### src/rtl/rr_arbiter_8.sv
// Round-robin arbiter for N requesters with registered one-hot grant, binary index,
// and an optional per-grant hold-time limit that preempts long holders.
module rr_arbiter_8 #(
    parameter int unsigned N        = 8,
    parameter int unsigned IDX_W    = 3,
    parameter int unsigned MAX_HOLD = 16
) (
    input  logic             clk,
    input  logic             rst,
    input  logic             en,
    input  logic [N-1:0]     req,
    output logic [N-1:0]     grant,
    output logic [IDX_W-1:0] grant_idx,
    output logic             grant_vld,
    output logic             preempt
);

    localparam int unsigned HoldW = $clog2(MAX_HOLD) + 1;
    localparam logic [HoldW-1:0] HoldLast =
        (MAX_HOLD != 0) ? HoldW'(MAX_HOLD - 1) : '0;

    typedef enum logic [0:0] {
        StIdle,
        StGrant
    } state_e;

    state_e             state_q, state_d;
    logic [IDX_W-1:0]   idx_q, idx_d;
    logic [IDX_W-1:0]   ptr_q, ptr_d;
    logic [HoldW-1:0]   hold_q, hold_d;
    logic               preempt_q, preempt_d;
    logic [N-1:0]       grant_q, grant_d;

    logic [IDX_W-1:0]   pick_idx;
    logic               pick_vld;
    logic [IDX_W-1:0]   cand;

    // N is a power of two, so ptr + k wraps N-1 -> 0 for free.
    always_comb begin
        pick_idx = '0;
        pick_vld = 1'b0;
        cand     = '0;
        for (int unsigned k = 0; k < N; k++) begin
            cand = ptr_q + IDX_W'(k);
            if (!pick_vld && req[cand]) begin
                pick_idx = cand;
                pick_vld = 1'b1;
            end
        end
    end

    always_comb begin
        state_d   = state_q;
        idx_d     = idx_q;
        ptr_d     = ptr_q;
        hold_d    = hold_q;
        preempt_d = 1'b0;
        unique case (state_q)
            StIdle: begin
                if (en && pick_vld) begin
                    state_d = StGrant;
                    idx_d   = pick_idx;
                    hold_d  = '0;
                end
            end
            StGrant: begin
                // Release wins over timeout when both land on the same edge.
                if (!req[idx_q]) begin
                    state_d = StIdle;
                    idx_d   = '0;
                    ptr_d   = idx_q + IDX_W'(1);
                end else if ((MAX_HOLD != 0) && (hold_q == HoldLast)) begin
                    state_d   = StIdle;
                    idx_d     = '0;
                    ptr_d     = idx_q + IDX_W'(1);
                    preempt_d = 1'b1;
                end else if (hold_q != '1) begin
                    hold_d = hold_q + HoldW'(1);
                end
            end
            default: begin
                state_d = StIdle;
                idx_d   = '0;
            end
        endcase
    end

    always_comb begin
        grant_d = '0;
        if (state_d == StGrant) begin
            grant_d[idx_d] = 1'b1;
        end
    end

    always_ff @(posedge clk or posedge rst) begin
        if (rst) begin
            state_q   <= StIdle;
            idx_q     <= '0;
            ptr_q     <= '0;
            hold_q    <= '0;
            preempt_q <= 1'b0;
            grant_q   <= '0;
        end else begin
            state_q   <= state_d;
            idx_q     <= idx_d;
            ptr_q     <= ptr_d;
            hold_q    <= hold_d;
            preempt_q <= preempt_d;
            grant_q   <= grant_d;
        end
    end

    assign grant     = grant_q;
    assign grant_idx = idx_q;
    assign grant_vld = (state_q == StGrant);
    assign preempt   = preempt_q;

endmodule

### config.mk
export PLATFORM = sky130hd
export DESIGN_NAME = rr_arbiter_8
export DESIGN_NICKNAME = d
export VERILOG_FILES = /design/src/rtl/rr_arbiter_8.sv
export SDC_FILE = /design/constraint.sdc
export NUM_CORES = 1
export LEC_CHECK = 0
export ABC_CLOCK_PERIOD_IN_PS = 4300
export CAP_MARGIN = 20
export CORE_UTILIZATION = 45
export CTS_BUF_LIST = sky130_fd_sc_hd__clkbuf_8
export CTS_CLUSTER_DIAMETER = 30
export CTS_CLUSTER_SIZE = 28
export DETAILED_ROUTE_END_ITERATION = 16
export GPL_ROUTABILITY_DRIVEN = 0
export GPL_TIMING_DRIVEN = 1
export PLACE_DENSITY = 0.72
export SLEW_MARGIN = 40
export SYNTH_ARGS = -nofsm -noshare
export SYNTH_HDL_FRONTEND = slang
export SYNTH_SLANG_ARGS = --single-unit
### constraint.sdc
create_clock -name clk -period 4.3 [get_ports clk]
set_input_delay 0.43 -clock clk [delete_from_list [all_inputs] [get_ports clk]]
set_output_delay 0.43 -clock clk [all_outputs]
set_load 0.02 [all_outputs]
# [After elaboration in Yosys (flattened, before gate mapping)]
# Index checks and enable logic that the tools add are counted.
[word_totals] ff_bits=21 latch_bits=0 mem_bits_rw=0 rom_bits=0 input_bits=11 output_inout_bits=13 word_cells=107 memories=0
[op_classes] addsub=9 mul=0 div_mod_pow=0 magnitude_cmp=11 eq_ne=7 shifts=0 n_mux=55 n_bitwise=1 reduce_logical=18
[op_table] cell="< comparator 3 x 4 -> 1 bit (second input constant)" n=10
[op_table] cell="two-way mux 3 bit" n=13
[op_table] cell="binary-select mux 1 bit (select 3 bit)" n=9
[op_table] cell="two-way mux 1 bit" n=24
[op_table] cell="two-way mux 5 bit" n=4
[op_table] cell="adder 3 bit (second input constant)" n=4
[op_table] cell="one-hot mux 5 bit (2 select lines)" n=1
[op_table] cell="logical AND 1 bit" n=9
[op_table] cell="two-way mux 8 bit" n=1
[op_table] cell="zero test 1 bit" n=7
[op_table] cell="adder 3 x 1 -> 3 bit (second input constant)" n=2
[op_table] cell="adder 3 x 2 -> 3 bit (second input constant)" n=2
[op_table] cell="inequality test 2 x 1 -> 1 bit (second input constant)" n=3
[op_table] cell="one-hot mux 3 bit (2 select lines)" n=1
[op_table] cell="adder 5 x 1 -> 5 bit (second input constant)" n=1
[op_table] cell="equality test 5 x 4 -> 1 bit (second input constant)" n=1
[op_table] cell="inequality test 5 bit (second input constant)" n=1
[op_table] cell="inequality test 2 bit (second input constant)" n=2
[op_table] cell="AND reduction 4 bit" n=1
[op_table] cell="demux 1 bit (select 3 bit)" n=1
[op_table] cell="greater-or-equal comparator 3 x 1 -> 1 bit (second input constant)" n=1
[op_table] cell="one-hot mux 1 bit (2 select lines)" n=1
[op_table] cell="AND reduction 2 bit" n=1
[op_table] cell="NOT 1 bit" n=1

# [Logic depth before layout (Yosys ltp)]
[logic_depth] ltp_word=32 ltp_mapped=17 ltp_nobuf=11

# [Worst setup path after synthesis]
# Ideal clock, no wire load.
[synth_path] kind="flip-flop to flip-flop" from="register ptr_q[0]" to="register grant_q[1] (netlist: grant[1])" setup_time_ns=0.094 t_arrival_ns=3.373 required_ns=4.206 path_slack_ns=0.833 path_stages_with_launch=17 n_path_buf=5 synth_period_minus_slack_ns=3.467 cell_sequence="dfrtp_1 -> buf_4 -> buf_6 -> buf_6 -> inv_2 -> ha_1 -> buf_6 -> mux2i_1 -> mux4_2 -> a32o_1 -> and3_1 -> buf_6 -> nand3_2 -> nor3b_4 -> nor2_1 -> a211o_4 -> nor4b_4"
[synth_between] elab_chain_len=32 word_cells_on_any_way=64 cone_classes="add/sub: 7; order compare: 2; mux: 39; reduce/logical: 16"
[synth_lines] element="start, declared" line="29" source="logic [IDX_W-1:0] ptr_q, ptr_d;"
[synth_lines] element="start signal, assigned" line="106" source="ptr_q <= ptr_d;"
[synth_lines] element="branches (longest 25 deep; another with adder 3 x 1 -> 3 bit)"
[synth_lines] element="two-way mux 3 bit *" line="60" source="if (en && pick_vld) begin"
[synth_lines] element="one-hot mux 3 bit (2 select lines) *" line="58" source="unique case (state_q)"
[synth_lines] element="named net idx_d[2]" line="28" source="logic [IDX_W-1:0] idx_q, idx_d;"
[synth_lines] element="< comparator 3 x 4 -> 1 bit (implied by the code) or greater-or-equal comparator 3 x 1 -> 1 bit (tied branches)" line="91" source="grant_d[idx_d] = 1'b1;"
[synth_lines] element="logical AND 1 bit (implied by the code)" line="91"
[synth_lines] element="two-way mux 1 bit (implied by the code)" line="91"
[synth_lines] element="demux 1 bit (select 3 bit) *" line="91"
[synth_lines] element="two-way mux 8 bit *" line="90" source="if (state_d == StGrant) begin"
[synth_lines] element="named net grant_d[1]" line="32" source="logic [N-1:0] grant_q, grant_d;"
[synth_lines] element="end signal, assigned" line="109" source="grant_q <= grant_d;"
[synth_lines] element="end, declared" line="32"
# Mark *: on every way through the listed nets, which the timed path passes. The select of a mux whose other input is x is not followed.
# A chain may end at the register's enable or synchronous reset.

# [Final worst setup path]
[layout_path] from="register ptr_q[1]" to="register grant_q[1] (netlist: grant[1])"
# The elaborated chain is that of the path after synthesis.

==> results.yml <==
status:
  outcome: "complete, no violations"
die:
  core.rowCount: 24
  die_h_microns: 69.9
  pin_count: 24
  start_util_pct: 47.3
  die_area_sq_mm: 0.00488
  coreArea_sq_mm: 0.00438
  die-width_microns: 69.9
synthesis:
  syn_nets: 233
  ys.flop_type: "dfrtp_1"
  synth-edff-count: 0
  syn_area_per_cell_sq_um: 9.60
  async_flop_share_pct: 100
  synth_cell_types: 57
  synth_seq_cells: 21
  synth_cells: 216
  yosys_warnings: 0
  synth_area_sq_mm: 0.00207
  synth-seq-area-share_pct: 25.3
cells_and_area:
  final_common_cell: "clkdlybuf4s50_1"
  antenna_cells: 0
  final_cell_mix: "23 x clkdlybuf4s50_1, 21 x nor2_1, 21 x dfrtp_1"
  layout-drive-gt1-share_pct: 14.1
  area_delta_synth_final_pct: 13.2
  nFillCells: 383
  fin_nets: 252
worst_setup_path:
  startpoint: "ptr_q[1]"
  startpoint_type: "flop"
  cp-end-kind: "flop"
  reg2reg_from: "ptr_q[1]"
  cp.arrival_ps: 4090
  crit_family: "simple AND/OR/NAND/NOR gates"
  crit_type: "reg2reg"
  worstPathRequired_ps: 4470
  critPathMaxStageDelay_ps: 810
  critical_path_buf_inv_count: 1
  crit_chain: "clkinv_1, ha_1, mux2i_1, mux4_2, a32o_1, and3_1, nand3_2, nor3b_4, nor2_1, a211o_4, nor4b_4"
  worstPathMaxFanout: 17
  cp_slowest_cell: "ha_1"
drt:
  drt-initial-drc-count: 173
  finalWirelength_mm: 4.73
  first_pass_iters: 5
  route.detailed.drc: 0
  wl_per_cell_microns: 16.5
  dr_total_vias: 1798
  ant_nets: 0
  via_per_inst: 6.29
sta:
  setup_viol: 0
  finClkSkew_ps: 4.27
  period_minus_slack_ps: 3920
  hold_viol_final: 0
  slew_headroom_pct: 48.5
  rsz0062_at_grt: "false"
  tightest_slew_ps: 766
  fin_crit_sh_pct: 91.2
  finalSetupTns_ps: 0
  fmax_mhz: 255
  finalMaxSlewViolations: 0
  hold_ws_ps: 482
global_routing:
  grt_max_degree: 27
  grt_pass1_vias: 1595
  grt_pass1_wl_mm: 7.96
  overflow: 0
  groute.usage.overall_pct: 19.9
  antenna_found_initial: 0
clock_network:
  post-cts-setup-buffers: 0
  clkLatencyLatePin_ps: 260
  clkTransAtPathRegs_ps: 80
  cts_buffer_depth: 2
  ctsResizeCount: 0
  cts_tree: "done"
  h-tree-depth: 1
  cts_buffers: 3
  hold_buffers: 0
  cts.sinks: 21
  cts-root-buf: "clkbuf_8"
power_and_ir_drop:
  ir_worst_vdd_mv: 0.428
  powerDensity_mw_per_mm2: 799
  p_leak_nw: 1.01
place:
  port_buffers: 23
  hpwl_mm: 3.52
worst_hold_path:
  hp-class: "in2async"
job:
  maxCapViolCount: 0
[cells by family (layout without fill, tap and decap cells)]
group | count (synthesis) | count (layout) | synth area share, %
and+or+nand+nor | 78 | 78 | 21.2
AOI/OAI and AO/OA | 49 | 49 | 18.2
muxes | 33 | 33 | 22.4
DFF | 21 | 21 | 25.3
buffers and inverters | 21 | 39 | 5.85
xor gates and xnor gates | 8 | 8 | 3.38
adders and majority gates | 6 | 6 | 3.62
[synth_stat cells, drive strengths merged (2+ instances only)]
cell	count	share of area (%)
a21oi	10	2.6
clkbuf	3	0.54
a221oi	3	1.6
o31ai	5	1.8
nand3	6	1.9
inv	9	1.6
ha	6	3.6
and4b	2	0.97
nor4	4	1.2
mux2	5	2.7
nand2	18	3.3
nor3b	2	1.3
o211ai	2	0.72
o221ai	3	2.1
xnor2	4	1.7
o21ai	11	2.7
nor2b	3	0.91
xor2	4	1.7
dfrtp	21	25
nor2	21	3.8
a22o	4	1.7
buf	8	3.5
and3b	3	1.3
nor4b	2	1.6
mux4	10	11
nand2b	2	0.60
and2	2	0.60
mux2i	18	8.9
or3	2	0.60
nor3	3	0.72
and3	5	1.5
[metrics by stage]
step           power, mW  setup slack, ps  instance area (sq um)  cells  util, %
2_1_floorplan       1.48              833                   2070    216        -
3_5_place_dp        1.73              462                   2300    282     52.5
3_3_place_gp        1.73              625                   2300    282     52.5
5_1_grt             2.02              108                   2350    286     53.5
6_report            1.87              378                   2350    286     53.5
4_1_cts             1.86              442                   2350    286     53.5
[path summary, 6_finish.rpt]
path | slack [ps] | depth (start not counted) | endpoint
max | 380 | 11 | grant[1]
min | 480 | 2 | grant_idx[2]
max reg2reg | 380 | 11 | grant[1]
min reg2reg | 530 | 2 | hold_q[3]
max in group asynchronous | 3520 | 2 | grant[7]
min in group clk | 530 | 2 | hold_q[3]
[layout make-up]
class	count	area, sq um	share of cell area [%]
multi-input cells	174	1430	60.8
flip-flops and latches	21	526	22.4
repair buffers	25	245	10.5
well taps	52	65.1	2.77
clock buffers	3	41.3	1.76
inverters	10	37.5	1.60
clock inverters	1	5.00	0.213
[worst register-to-register path, cell delays in order (launching register included)]
cell and delay, ps:
dfrtp_1 360, clkinv_1 220, ha_1 810, mux2i_1 250, mux4_2 510, a32o_1 260, and3_1 240, nand3_2 120
nor3b_4 360, nor2_1 120, a211o_4 340, nor4b_4 250
[layer usage]
metal	GRT usage (%)	part of all wire, %	up-vias
met5	0	0	-
met3	3.03	5.6	10
li1	-	-	861
met4	3.56	1.5	0
met1	30.5	46	859
met2	30.0	47	68
[where the power goes]
part	total (mW)	leakage, nW	internal (mW)	switching (mW)
Combinational	1.41	0.705	0.614	0.801
Sequential	0.334	0.280	0.258	0.0759
Clock	0.127	0.0255	0.0644	0.0622
Total	1.87	1.01	0.936	0.939
[registers in the layout, summed over array words and instances, names as in the netlist]
register	count
preempt	1
hold_q	5
grant	8
grant_idx	3
grant_vld	1
ptr_q	3
(Power assumes the default switching activity.)
